### src/rtl/dpi_call_arbiter.sv
// Round-robin arbiter that shares a single DPI-C call channel between NREQ
// requesters. The winner's argument is presented to the C-side shim; the shim's
// return value (or a timeout indication) is routed back to that requester.
//
// Handshake rules (valid/ready, all transfers on the rising edge of clk):
//   req:  req_valid[i] is held with a stable req_arg slice until req_ready[i]
//         pulses for one cycle; that cycle is the accept.
//   call: call_valid/call_arg are held stable until call_ready is seen high.
//   ret:  ret_valid is a strobe, only honoured while waiting for the return.
//   rsp:  rsp_valid is a one-cycle, one-hot strobe with no ready; rsp_data and
//         rsp_err are meaningful only alongside it and read 0 otherwise.
module dpi_call_arbiter #(
    parameter int NREQ    = 4,
    parameter int DW      = 32,
    parameter int TIMEOUT = 255
) (
    input  logic                 clk,
    input  logic                 reset,
    input  logic [NREQ-1:0]      req_valid,
    input  logic [NREQ*DW-1:0]   req_arg,
    output logic [NREQ-1:0]      req_ready,
    output logic [NREQ-1:0]      rsp_valid,
    output logic [DW-1:0]        rsp_data,
    output logic                 rsp_err,
    output logic                 call_valid,
    output logic [DW-1:0]        call_arg,
    input  logic                 call_ready,
    input  logic                 ret_valid,
    input  logic [DW-1:0]        ret_data,
    output logic                 busy
);

    localparam int IW = (NREQ > 1) ? $clog2(NREQ) : 1;
    localparam int TW = (TIMEOUT > 1) ? $clog2(TIMEOUT + 1) : 1;
    localparam logic [TW-1:0] T_LAST = TW'(TIMEOUT - 1);

    typedef enum logic [1:0] {
        S_IDLE  = 2'd0,
        S_ISSUE = 2'd1,
        S_WAIT  = 2'd2,
        S_RESP  = 2'd3
    } state_t;

    state_t          r_state;
    logic [IW-1:0]   r_grant;
    logic [IW-1:0]   r_rr_ptr;
    logic [DW-1:0]   r_arg;
    logic [DW-1:0]   r_data;
    logic            r_err;
    logic [TW-1:0]   r_timer;

    logic            w_found;
    logic [IW-1:0]   w_pick;
    logic [IW-1:0]   w_cand;

    // Round-robin search: first pending requester after the last one served, with wrap.
    always_comb begin
        w_found = 1'b0;
        w_pick  = '0;
        w_cand  = '0;
        for (int k = 1; k <= NREQ; k++) begin
            w_cand = IW'((int'(r_rr_ptr) + k) % NREQ);
            if (!w_found && req_valid[w_cand]) begin
                w_found = 1'b1;
                w_pick  = w_cand;
            end
        end
    end

    // Accept is combinational so the requester sees it in the same IDLE cycle;
    // it is held low while reset is asserted so every output reads 0 in reset.
    assign req_ready = (!reset && r_state == S_IDLE && w_found) ? (NREQ'(1) << w_pick) : '0;

    // Everything else is decoded from registered state only.
    assign call_valid = (r_state == S_ISSUE);
    assign call_arg   = r_arg;
    assign rsp_valid  = (r_state == S_RESP) ? (NREQ'(1) << r_grant) : '0;
    assign rsp_data   = (r_state == S_RESP) ? r_data : '0;
    assign rsp_err    = (r_state == S_RESP) ? r_err  : 1'b0;
    assign busy       = (r_state != S_IDLE);

    // Call sequencer: accept -> present to shim -> wait for return/timeout -> respond.
    always_ff @(posedge clk or posedge reset) begin
        if (reset) begin
            r_state  <= S_IDLE;
            r_grant  <= '0;
            r_rr_ptr <= IW'(NREQ - 1);
            r_arg    <= '0;
            r_data   <= '0;
            r_err    <= 1'b0;
            r_timer  <= '0;
        end else begin
            case (r_state)
                S_IDLE: begin
                    if (w_found) begin
                        r_grant <= w_pick;
                        r_arg   <= req_arg[int'(w_pick)*DW +: DW];
                        r_state <= S_ISSUE;
                    end
                end
                S_ISSUE: begin
                    // No timeout here: the shim is trusted to accept eventually.
                    if (call_ready) begin
                        r_timer <= '0;
                        r_state <= S_WAIT;
                    end
                end
                S_WAIT: begin
                    r_timer <= r_timer + TW'(1);
                    // A return landing in the final cycle beats the timeout.
                    if (ret_valid) begin
                        r_data  <= ret_data;
                        r_err   <= 1'b0;
                        r_state <= S_RESP;
                    end else if (r_timer == T_LAST) begin
                        r_data  <= '0;
                        r_err   <= 1'b1;
                        r_state <= S_RESP;
                    end
                end
                S_RESP: begin
                    // The requester just served becomes lowest priority next time.
                    r_rr_ptr <= r_grant;
                    r_state  <= S_IDLE;
                end
                default: r_state <= S_IDLE;
            endcase
        end
    end

endmodule

### config.mk
export PLATFORM = sky130hd
export DESIGN_NAME = dpi_call_arbiter
export DESIGN_NICKNAME = d
export VERILOG_FILES = /design/src/rtl/dpi_call_arbiter.sv
export SDC_FILE = /design/constraint.sdc
export NUM_CORES = 1
export LEC_CHECK = 0
export ABC_AREA = 1
export BUFFER_PORTS_ARGS = -buffer_cell sky130_fd_sc_hd__buf_2
export CORE_AREA = 2 2 115 117
export CTS_CLUSTER_DIAMETER = 150
export DETAILED_ROUTE_END_ITERATION = 10
export DIE_AREA = 0 0 117 119
export MAX_ROUTING_LAYER = met4
export PLACE_DENSITY = 0.74
export SLEW_MARGIN = 20
export SYNTH_ARGS = -nofsm -noshare
export SYNTH_HDL_FRONTEND = slang
export SYNTH_SLANG_ARGS = --single-unit
### constraint.sdc
create_clock -name clk -period 2.4 [get_ports clk]
set_input_delay 0.12 -clock clk [delete_from_list [all_inputs] [get_ports clk]]
set_output_delay 0.12 -clock clk [all_outputs]
set_load 0.02 [all_outputs]
# --- After elaboration in Yosys (flattened, before gate mapping) ---
# Cells that the tools add are included.
totals:
  rom_bits: 0
  output_inout_bits: 75
  memories: 0
  inputBits: 168
  wordCells: 74
  mem_bits_rw: 0
  ff_bits: 79
  latchBits: 0
op_classes:
  n_reduce_logical: 17
  bitwise: 0
  order_cmp: 4
  n_div: 0
  shifts: 3
  n_mul: 0
  n_addsub: 5
  mux: 31
  n_eq_ne: 7
ops:
  columns: ["op", "n"]
  rows:
  - ["variable part select 128 x 8 -> 32 bit", 1]
  - ["2-to-1 mux 32 bit", 3]
  - ["2-to-1 mux 2 bit", 8]
  - ["case mux 8 bit (2 select lines)", 1]
  - ["less-than comparator 2 x 3 -> 1 bit (second input constant)", 4]
  - ["2-to-1 mux 1 bit", 11]
  - ["adder 8 x 1 -> 8 bit (second input constant)", 1]
  - ["binary-select mux 1 bit (select 2 bit)", 4]
  - ["equality test 8 bit (second input constant)", 1]
  - ["2-to-1 mux 4 bit", 2]
  - ["2-to-1 mux 8 bit", 1]
  - ["case mux 2 bit (4 select lines)", 1]
  - ["left shift 1 x 2 -> 4 bit (first input constant)", 2]
  - ["AND reduction 2 bit", 3]
  - ["nonzero test 2 bit", 3]
  - ["logical AND 1 bit", 5]
  - ["adder 2 x 1 -> 2 bit (second input constant)", 2]
  - ["adder 2 bit (second input constant)", 2]
  - ["equality test 2 bit (second input constant)", 2]
  - ["zero test 1 bit", 4]
  - ["inequality test 3 bit (second input constant)", 1]
  - ["AND reduction 3 bit", 1]
  - ["equality test 2 x 1 -> 1 bit (second input constant)", 1]
  - ["zero test 2 bit", 1]
  - ["other kinds (2)", 2]

# --- Logic depth before layout (Yosys ltp) ---
# Gate-level depths: netlist of the first run.
depth:
  depth_word: 15
  mapped_depth: 19
  ltp_nobuf: 16

# --- Least setup slack after synthesis of the first run ---
# Ideal clock, no wire load.
synth_timing:
  path_kind: "input -> output"
  startpoint: "input reset"
  endpoint: "output req_ready[2]"
  arrival_time_ns: 2.672
  cell_stages: 3
  slack_ns: -0.392
  required_ns: 2.280
  n_path_buf: 0
  path_cell_list: "inv_1 nand2_1 nor3_1"
synth_via:
  elab_chain_len: 4
synth_rtl:
  columns: ["item", "line", "text"]
  rows:
  - ["start, declared", "18", "input logic reset,"]
  - ["zero test 1 bit (no source line)", null, null]
  - ["logical AND 1 bit (2 in series)", "72", "assign req_ready = (!reset && r_state == S_IDLE && w_found) ? (NREQ'(1) << w_pick) : '0;"]
  - ["2-to-1 mux 4 bit", "72", null]
  - ["end, declared", "21", "output logic [NREQ-1:0] req_ready,"]
# No other way between the ends.

# --- Worst setup path after layout of the first run ---
layout_timing:
  startpoint: "register r_rr_ptr[0]"
  endpoint: "output req_ready[2]"
layout_via:
  elab_chain_len: 15
  word_cells_on_any_way: 29
  cone_classes: "add/sub (4); shift (1); mux (17); reduce/logical (7)"
layout_rtl:
  columns: ["item", "line", "text"]
  rows:
  - ["start, declared", "46", "logic [IW-1:0] r_rr_ptr;"]
  - ["start signal, assigned", "87", "r_rr_ptr <= IW'(NREQ - 1);"]
  - ["start signal, assigned", "123", "r_rr_ptr <= r_grant;"]
  - ["adder 2 x 1 -> 2 bit", "62", "w_cand = IW'((int'(r_rr_ptr) + k) % NREQ);"]
  - ["binary-select mux 1 bit (select 2 bit)", "63", "if (!w_found && req_valid[w_cand]) begin"]
  - ["2-to-1 mux 1 bit (implied by the code)", "63", null]
  - ["2-to-1 mux 1 bit", "63", null]
  - ["zero test 1 bit", "63", null]
  - ["logical AND 1 bit", "63", null]
  - ["2-to-1 mux 1 bit", "63", null]
  - ["zero test 1 bit", "63", null]
  - ["logical AND 1 bit", "63", null]
  - ["2-to-1 mux 1 bit", "63", null]
  - ["zero test 1 bit", "63", null]
  - ["logical AND 1 bit", "63", null]
  - ["2-to-1 mux 2 bit / 2-to-1 mux 1 bit (equally long branches)", "63", null]
  - ["left shift 1 x 2 -> 4 bit / logical AND 1 bit (equally long branches)", "72", null]
  - ["2-to-1 mux 4 bit (*)", "72", null]
# Every way passes the cells marked *; elsewhere a longest branch is shown, timed or not. The select of a mux whose other input is x is not followed.

==> impl_results.md, run 1 <==
* Final setup vio count at 0
* Max Fclk at 0.421 GHz
* Hold Vio Cnt, Final at 0
* Layout Nets at 1170
* Clock Path Buffers at 2
* Commonest non-fill, non-tap cell in the layout: nand2_1
* H-tree depth at 3
* Via density at 4.77
* IO buf count at 242
* Most frequent cells in the layout: nand2_1 (385), buf_2 (238), dfrtp_1 (77)
* Crit-path cells: inv_4 > nand2_1 > nand2_1 > nand2_2 > nand2_2 > nor2_4 > nand3_4 > nand2_4 > buf_12 > inv_2 > nor3_2 > buf_4
* Status: complete, no violations
* Placed Instance Area at 6330 sq um
* Layout overhead on the synthesized area at 39.9%
* Max Slew Vio Count at 0
* Peak VDD IR at 0.000980 V
* Routed vias at 5612
* Core ar. at 12900 sq um
* WL/cell at 13.5 um
* Row count at 42
* Yosys top cell area share at 38.5%
* Pwr dens at 1690 nW/um^2
* Die X at 117 um
* Initial DRT Pass Iterations at 5
* Crit path max fanout at 8
* Initial core utilization at 38.8%
* Type of the worst setup path: reg2out
* Synth area leader: dfrtp_1
* CP top delay family: simple AND/OR/NAND/NOR gates
* GRT overflow at 0
* DRC viols at 0
* Synth area leaders: dfrtp_1 (39%), nand2_1 (29%), nand3_1 (7.1%)
* CTS Buf Count at 9
* Drt total wl at 15.9 mm
* Syn Area/Cell at 6.71 sq um
* Number of clock sinks at 79
* CP Launch Type: register
* Synthesized instance count at 745
* Total global-route track usage at 22.3%
* RSZ-0062 raised after global routing: yes
* Register bit total from synthesis at 79
* Clock insertion delay at the later pin of the skew report at 0.34 ns
* Clock Skews at 0.00605 ns
* Synth unique cells at 31
* Clk slew on worst S/H paths at 0.07 ns
* Max Cap Viol at 0
* Vias in the first global route at 4850
* Post-DP HPWL at 10.7 mm
* Final non-filler cell area at 6990 sq um
* Die height at 119 um
* Hold WC Path Type: in2reg
* Critical Path Max Stage Delay at 0.62 ns
* Worst-Margin Slew at 0.944 ns
* Pin count of the biggest net entering global routing at 80
* Fin crit share at 98.9%
* R2R Setup Slk at 0.19 ns
* Post-route antenna net violation count at 0
* Register area share after synthesis at 39.6%
* Initial antenna violation count at 1
* WP buf/inv at 4
* Final Worst Setup Slack at 0.0259 ns
* First-pass GRT wire length at 23.6 mm
* 1st-iter DRT viols at 357
* Yosys synthesis warning count at 0
* TritonCTS clock tree: done
* Routability cong. at 0.851
* Max-slew headroom at 37.0%
* Leak at 0.00436 uW
* Worst path slowest cell: dfstp_2
* Post-layout min period at 2.37 ns
* Critical path required time at 2.28 ns
* Setup WS pre-CTS at 0.239 ns
* Fraction of layout instances using a drive strength above 1 at 31.8%
* Crit path DAT at 2.25 ns
* Synth Cell Area at 5000 sq um
* Critical path endpoint category: output port
* Post-synthesis net count at 920
* Ports at 243
* Clock Tree Root: clkbuf_16
* Area of the die at 13900 sq um
flip-flops by register name (all words and copies together), names as in the netlist:
name and cells:
call_arg 32, r_data 32, r_err 1, r_grant 2
r_rr_ptr 2, r_state 2, r_timer 8
layout make-up:
cell class	instances	area [sq um]
antenna	1	2.50
fill	1244	5880
tap	176	220
clock buffer	9	225
sequential	79	1980
timing repair buffer	283	1690
multi-input combinational	562	2590
clock inverter	7	55.1
inverter	60	236
power breakdown:
part / internal, uW / total (uW) / switching, uW
logic: 3080 / 8200 / 5120
registers: 1950 / 2320 / 370
clock network: 712 / 1310 / 597
total: 5740 / 11800 / 6080
worst paths after layout:
| check | to | cells past startpoint | start |
|---|---|---|---|
| min reg2reg | r_timer[7]$_DFFE_PP0P_ | 1 | r_timer[7]$_DFFE_PP0P_ |
| min | r_data[21]$_DFFE_PP0P_ | 2 | ret_data[21] |
| min in group asynchronous | call_arg[7]$_DFFE_PP0P_ | 3 | reset |
| max in group asynchronous | r_state[0]$_DFFE_PP0P_ | 3 | reset |
| max | req_ready[2] | 12 | r_rr_ptr[0]$_DFFE_PP1P_ |
| max reg2reg | call_arg[28]$_DFFE_PP0P_ | 16 | r_rr_ptr[0]$_DFFE_PP1P_ |
routing by layer:
layer	wire length [um]	track usage, %
met5	0	-
met4	287	5.96
met3	1370	5.39
met2	7530	36.7
met1	6680	27.2
logic make-up (layout without fill, tap and decap cells):
family,after synthesis,in the layout,synth area share (%)
buf+inv,104,359,9.91
flops,79,79,39.6
other cells,0,1,0
simple gates,502,502,40.7
compound gates,53,53,8.01
fa+ha+maj,7,7,1.75
Yosys cell counts:
cell type    n
buf_4        5
clkinv_1     1
nand3_1     71
buf_2       19
nand4_1      1
nor2_1      19
nand2_1    392
inv_2        4
inv_4        1
a31oi_1      1
and2_1       1
a21boi_0     1
nand3_4      1
o21ai_0      9
nand2_2      6
a41oi_1      1
dfrtp_1     77
ha_1         7
o211ai_2     1
dfstp_2      2
a22o_1      32
inv_1       54
nor3b_1      1
nor2_4       1
buf_1        2
a21oi_1      8
nor2_2       1
nand2_4      1
buf_6        8
clkbuf_1    10
nor3_1       7
stage by stage:
stage               total power (uW)  std cells  utilization (%)  hold slack [ns]  setup TNS (ns)
finish                         11800       1177             54.3          0.00553               0
global route                   13000       1177             54.3         0.000806          -0.526
CTS                            11500       1163             52.8         0.000146               0
detailed placement              9520       1134             49.2            0.349               0
global placement                9430       1134             49.2            0.344               0
floorplan                       7870        745                -            0.260               0
timing repair:
item / 4_1_cts / 5_1_grt
hold endpoints to repair: 10 / 3
buffers inserted: 1 / 9
hold buffers: 10 / 3
endpoints found under the setup margin: 4 / 11
cloned: 2 / 1
resized for setup: 3 / 26
pin swaps: 0 / 9
No activity file was read; power rests on OpenSTA's default activity.
==> inputs of run 2 (changes only) <==
--- a/constraint.sdc
+++ b/constraint.sdc
@@ -3,2 +3,2 @@
 set_output_delay 0.12 -clock clk [all_outputs]
-set_load 0.02 [all_outputs]
+set_load 0.1 [all_outputs]
==> run 2 against run 1 <==
Compared with the run above:
- the run now ends with setup timing left
- via count is 2.2% higher
- setup slack worse by 0.17 ns
- maximum frequency is 6.7% lower
- critical path depth stayed put
- count of clock-buffer cells in the layout is 1 higher
- wire length is 6.1% higher
- register-to-register slack worse by 0.08 ns
- cell count is 0.42% higher
- global-route usage is 0.91 points higher
- critical path type unchanged
==> impl_results.md, run 2 (synthesis gave the netlist of run 1 again) <==
* Status: complete, but fails checks
* Violated checks: setup timing
* Clock Path Buffers at 2 (unchanged)
* Crit-path most repeated cell: buf_12
* Placed Instance Area at 6590 sq um (+4.1%)
* R2R Setup Slk at 0.11 ns (-0.08 ns)
* Die height at 119 um (unchanged)
* Placed Instances at 1132 (-0.18%)
* Post-DP HPWL at 11.1 mm (+3.9%)
* CTS Buf Count at 9 (unchanged)
* Hold depth at 2 (unchanged)
* Final non-filler cell area at 7320 sq um (+4.7%)
* Clock Tree Root: clkbuf_16
* GRT overflow at 0 (unchanged)
* Post-route antenna net violation count at 0 (unchanged)
* Ports at 243 (unchanged)
* Layout overhead on the synthesized area at 46.4%
* Max Slew Vio Count at 0 (unchanged)
* Critical path required time at 2.28 ns (about the same)
* Drt total wl at 16.8 mm (+6.1%)
* Final Worst Setup Slack at -0.145 ns (-0.171 ns)
* Hold wc startpoint: ret_data[27]
* Fin crit share at 106% (+7.1 points)
* Routed vias at 5738 (+2.2%)
* Initial core utilization at 38.8% (unchanged)
* CP top delay family: simple AND/OR/NAND/NOR gates
* Critical path endpoint category: output port
* Reg2reg end: call_arg[20]$_DFFE_PP0P_
* Most frequent cells in the layout: nand2_1 (380), buf_2 (230), dfrtp_1 (77)
* Final core occ at 56.9% (+2.6 points)
* WL/cell at 14.2 um (+5.7%)
* CP Launch Type: register
* TritonCTS clock tree: done
* Row count at 42 (unchanged)
* Crit-path cells: inv_4 > nand2_2 > nand3_1 > nand2_1 > inv_1 > nor2_4 > nand3_4 > nand2_4 > buf_12 > inv_6 > nor3_4 > buf_12
* Vias in the first global route at 5204 (+7.3%)
* Core ar. at 12900 sq um (unchanged)
* RSZ-0062 raised after global routing: yes
* Max Fclk at 0.393 GHz (-6.7%)
* H-tree depth at 3 (unchanged)
* Hold Vio Cnt, Final at 0 (unchanged)
* IO buf count at 242 (unchanged)
* WP buf/inv at 5 (+1)
* Final Non-Filler Cells at 1182 (+0.42%)
* R2R depth at 19 (+3)
* Total global-route track usage at 23.2% (+0.91 points)
* Critical Path Max Stage Delay at 0.61 ns (about the same)
* Type of the worst setup path: reg2out
* Initial DRT Pass Iterations at 5 (unchanged)
* Number of clock sinks at 79 (unchanged)
* Crit path max fanout at 8 (unchanged)
* Layout Nets at 1176 (+0.51%)
* Routability cong. at 0.869 (+2.1%)
* Reg-to-reg startpoint: r_rr_ptr[0]$_DFFE_PP1P_
* Via density at 4.85 (+1.8%)
* Fin Setup TNS at -0.363 ns (-0.363 ns)
* Clock insertion delay at the later pin of the skew report at 0.34 ns (about the same)
* Commonest non-fill, non-tap cell in the layout: nand2_1
* Die X at 117 um (unchanged)
* Hold WC Path Type: in2reg
* Crit path DAT at 2.43 ns (+0.18 ns)
* Worst path slowest cell: dfstp_2
* Area of the die at 13900 sq um (unchanged)
* Max Cap Viol at 0 (unchanged)
* Post-layout min period at 2.55 ns (+0.171 ns)
* Worst-Margin Slew at 0.986 ns (+0.0430 ns)
* Hold Crit Endpoint: r_data[27]$_DFFE_PP0P_
* Clock Skews at 0.00980 ns (+0.00375 ns)
* Final setup vio count at 4 (+4)
* First-pass GRT wire length at 24.6 mm (+4.2%)
* Fraction of layout instances using a drive strength above 1 at 33.3% (+1.5 points)
* Initial antenna violation count at 0 (-1)
* Diodes inserted at 0 (-1)
* DRC viols at 0 (unchanged)
* Clk slew on worst S/H paths at 0.06 ns (about the same)
* Fill count at 1181 (-5.1%)
* Pin count of the biggest net entering global routing at 80 (unchanged)
* 1st-iter DRT viols at 300 (-16%)
* Max-slew headroom at 34.2% (-2.9 points)
[run 2: cell count changes in the layout (fill, tap and decap cells not counted), moves of 5 or more]
cell	previous run	this run
buf_12	5	17
buf_2	238	230
nand2_1	385	380
nand2_2	10	15
[run 2: worst max-delay path by stage]
stage / from / slack [ns] / cells past startpoint / endpoint
2_1_floorplan: r_rr_ptr[0]$_DFFE_PP1P_ / -0.05 / 11 / req_ready[2]
3_3_place_gp: r_rr_ptr[0]$_DFFE_PP1P_ / 0.22 / 13 / req_ready[3]
3_5_place_dp: r_rr_ptr[0]$_DFFE_PP1P_ / 0.16 / 13 / req_ready[3]
4_1_cts: r_rr_ptr[0]$_DFFE_PP1P_ / -0.04 / 11 / req_ready[1]
5_1_grt: r_rr_ptr[0]$_DFFE_PP1P_ / -0.24 / 12 / req_ready[0]
6_report: r_rr_ptr[0]$_DFFE_PP1P_ / -0.15 / 12 / req_ready[0]
[run 2: worst reg2reg max path, cell delays in order (launching register included)]
cell and delay (ns):
dfstp_2 0.61, buf_6 0.13, nand2_1 0.06, nand2_2 0.08
nand2_1 0.07, nand2_2 0.10, nand2_1 0.09, nand2_1 0.06
nand2_1 0.05, nand2_2 0.12, nand2_4 0.08, buf_8 0.15
buf_4 0.13, buf_6 0.14, nand2_1 0.06, nand2_1 0.06
nand2_1 0.06, nand2_1 0.05, nand2_1 0.05, nand2_1 0.05
[run 2: final cells by class]
cell class,instances,area (sq um),area share (%)
clock buffer,10,239,3.26
sequential,79,1980,27.0
clock inverter,6,51.3,0.701
timing repair inverter,2,17.5,0.239
tap,176,220,3.01
multi-input combinational,562,2650,36.2
timing repair buffer,287,1900,26.0
inverter,60,262,3.57
[run 2: through the flow]
stage | hold slack [ns] | setup WS (ns)
4_1_cts | 0.000839 | -0.0449
5_1_grt | 0.00801 | -0.237
3_3_place_gp | 0.342 | 0.220
6_report | 0.0106 | -0.145
2_1_floorplan | 0.260 | -0.0508
3_5_place_dp | 0.354 | 0.162
[run 2: what timing repair did]
item,CTS,global route
gates cloned,2,4
hold buffers,10,0
hold endpoints to repair,10,0
resized for setup,17,12
setup endpoints to repair,4,33
pin swaps,14,13
buffers inserted,11,9
[run 2: routing by layer]
metal  wire length, um  share of wire [%]  GRT usage (%)
met5                 0                  0              -
met4               271                1.6           6.47
met3              1360                8.1           4.83
met2              8150                 48           39.8
met1              7070                 42           27.3
Power of run 2 is left out: the tool's default activity adds up to more than one toggle a clock period on the data nets, which glitch-free logic cannot reach.
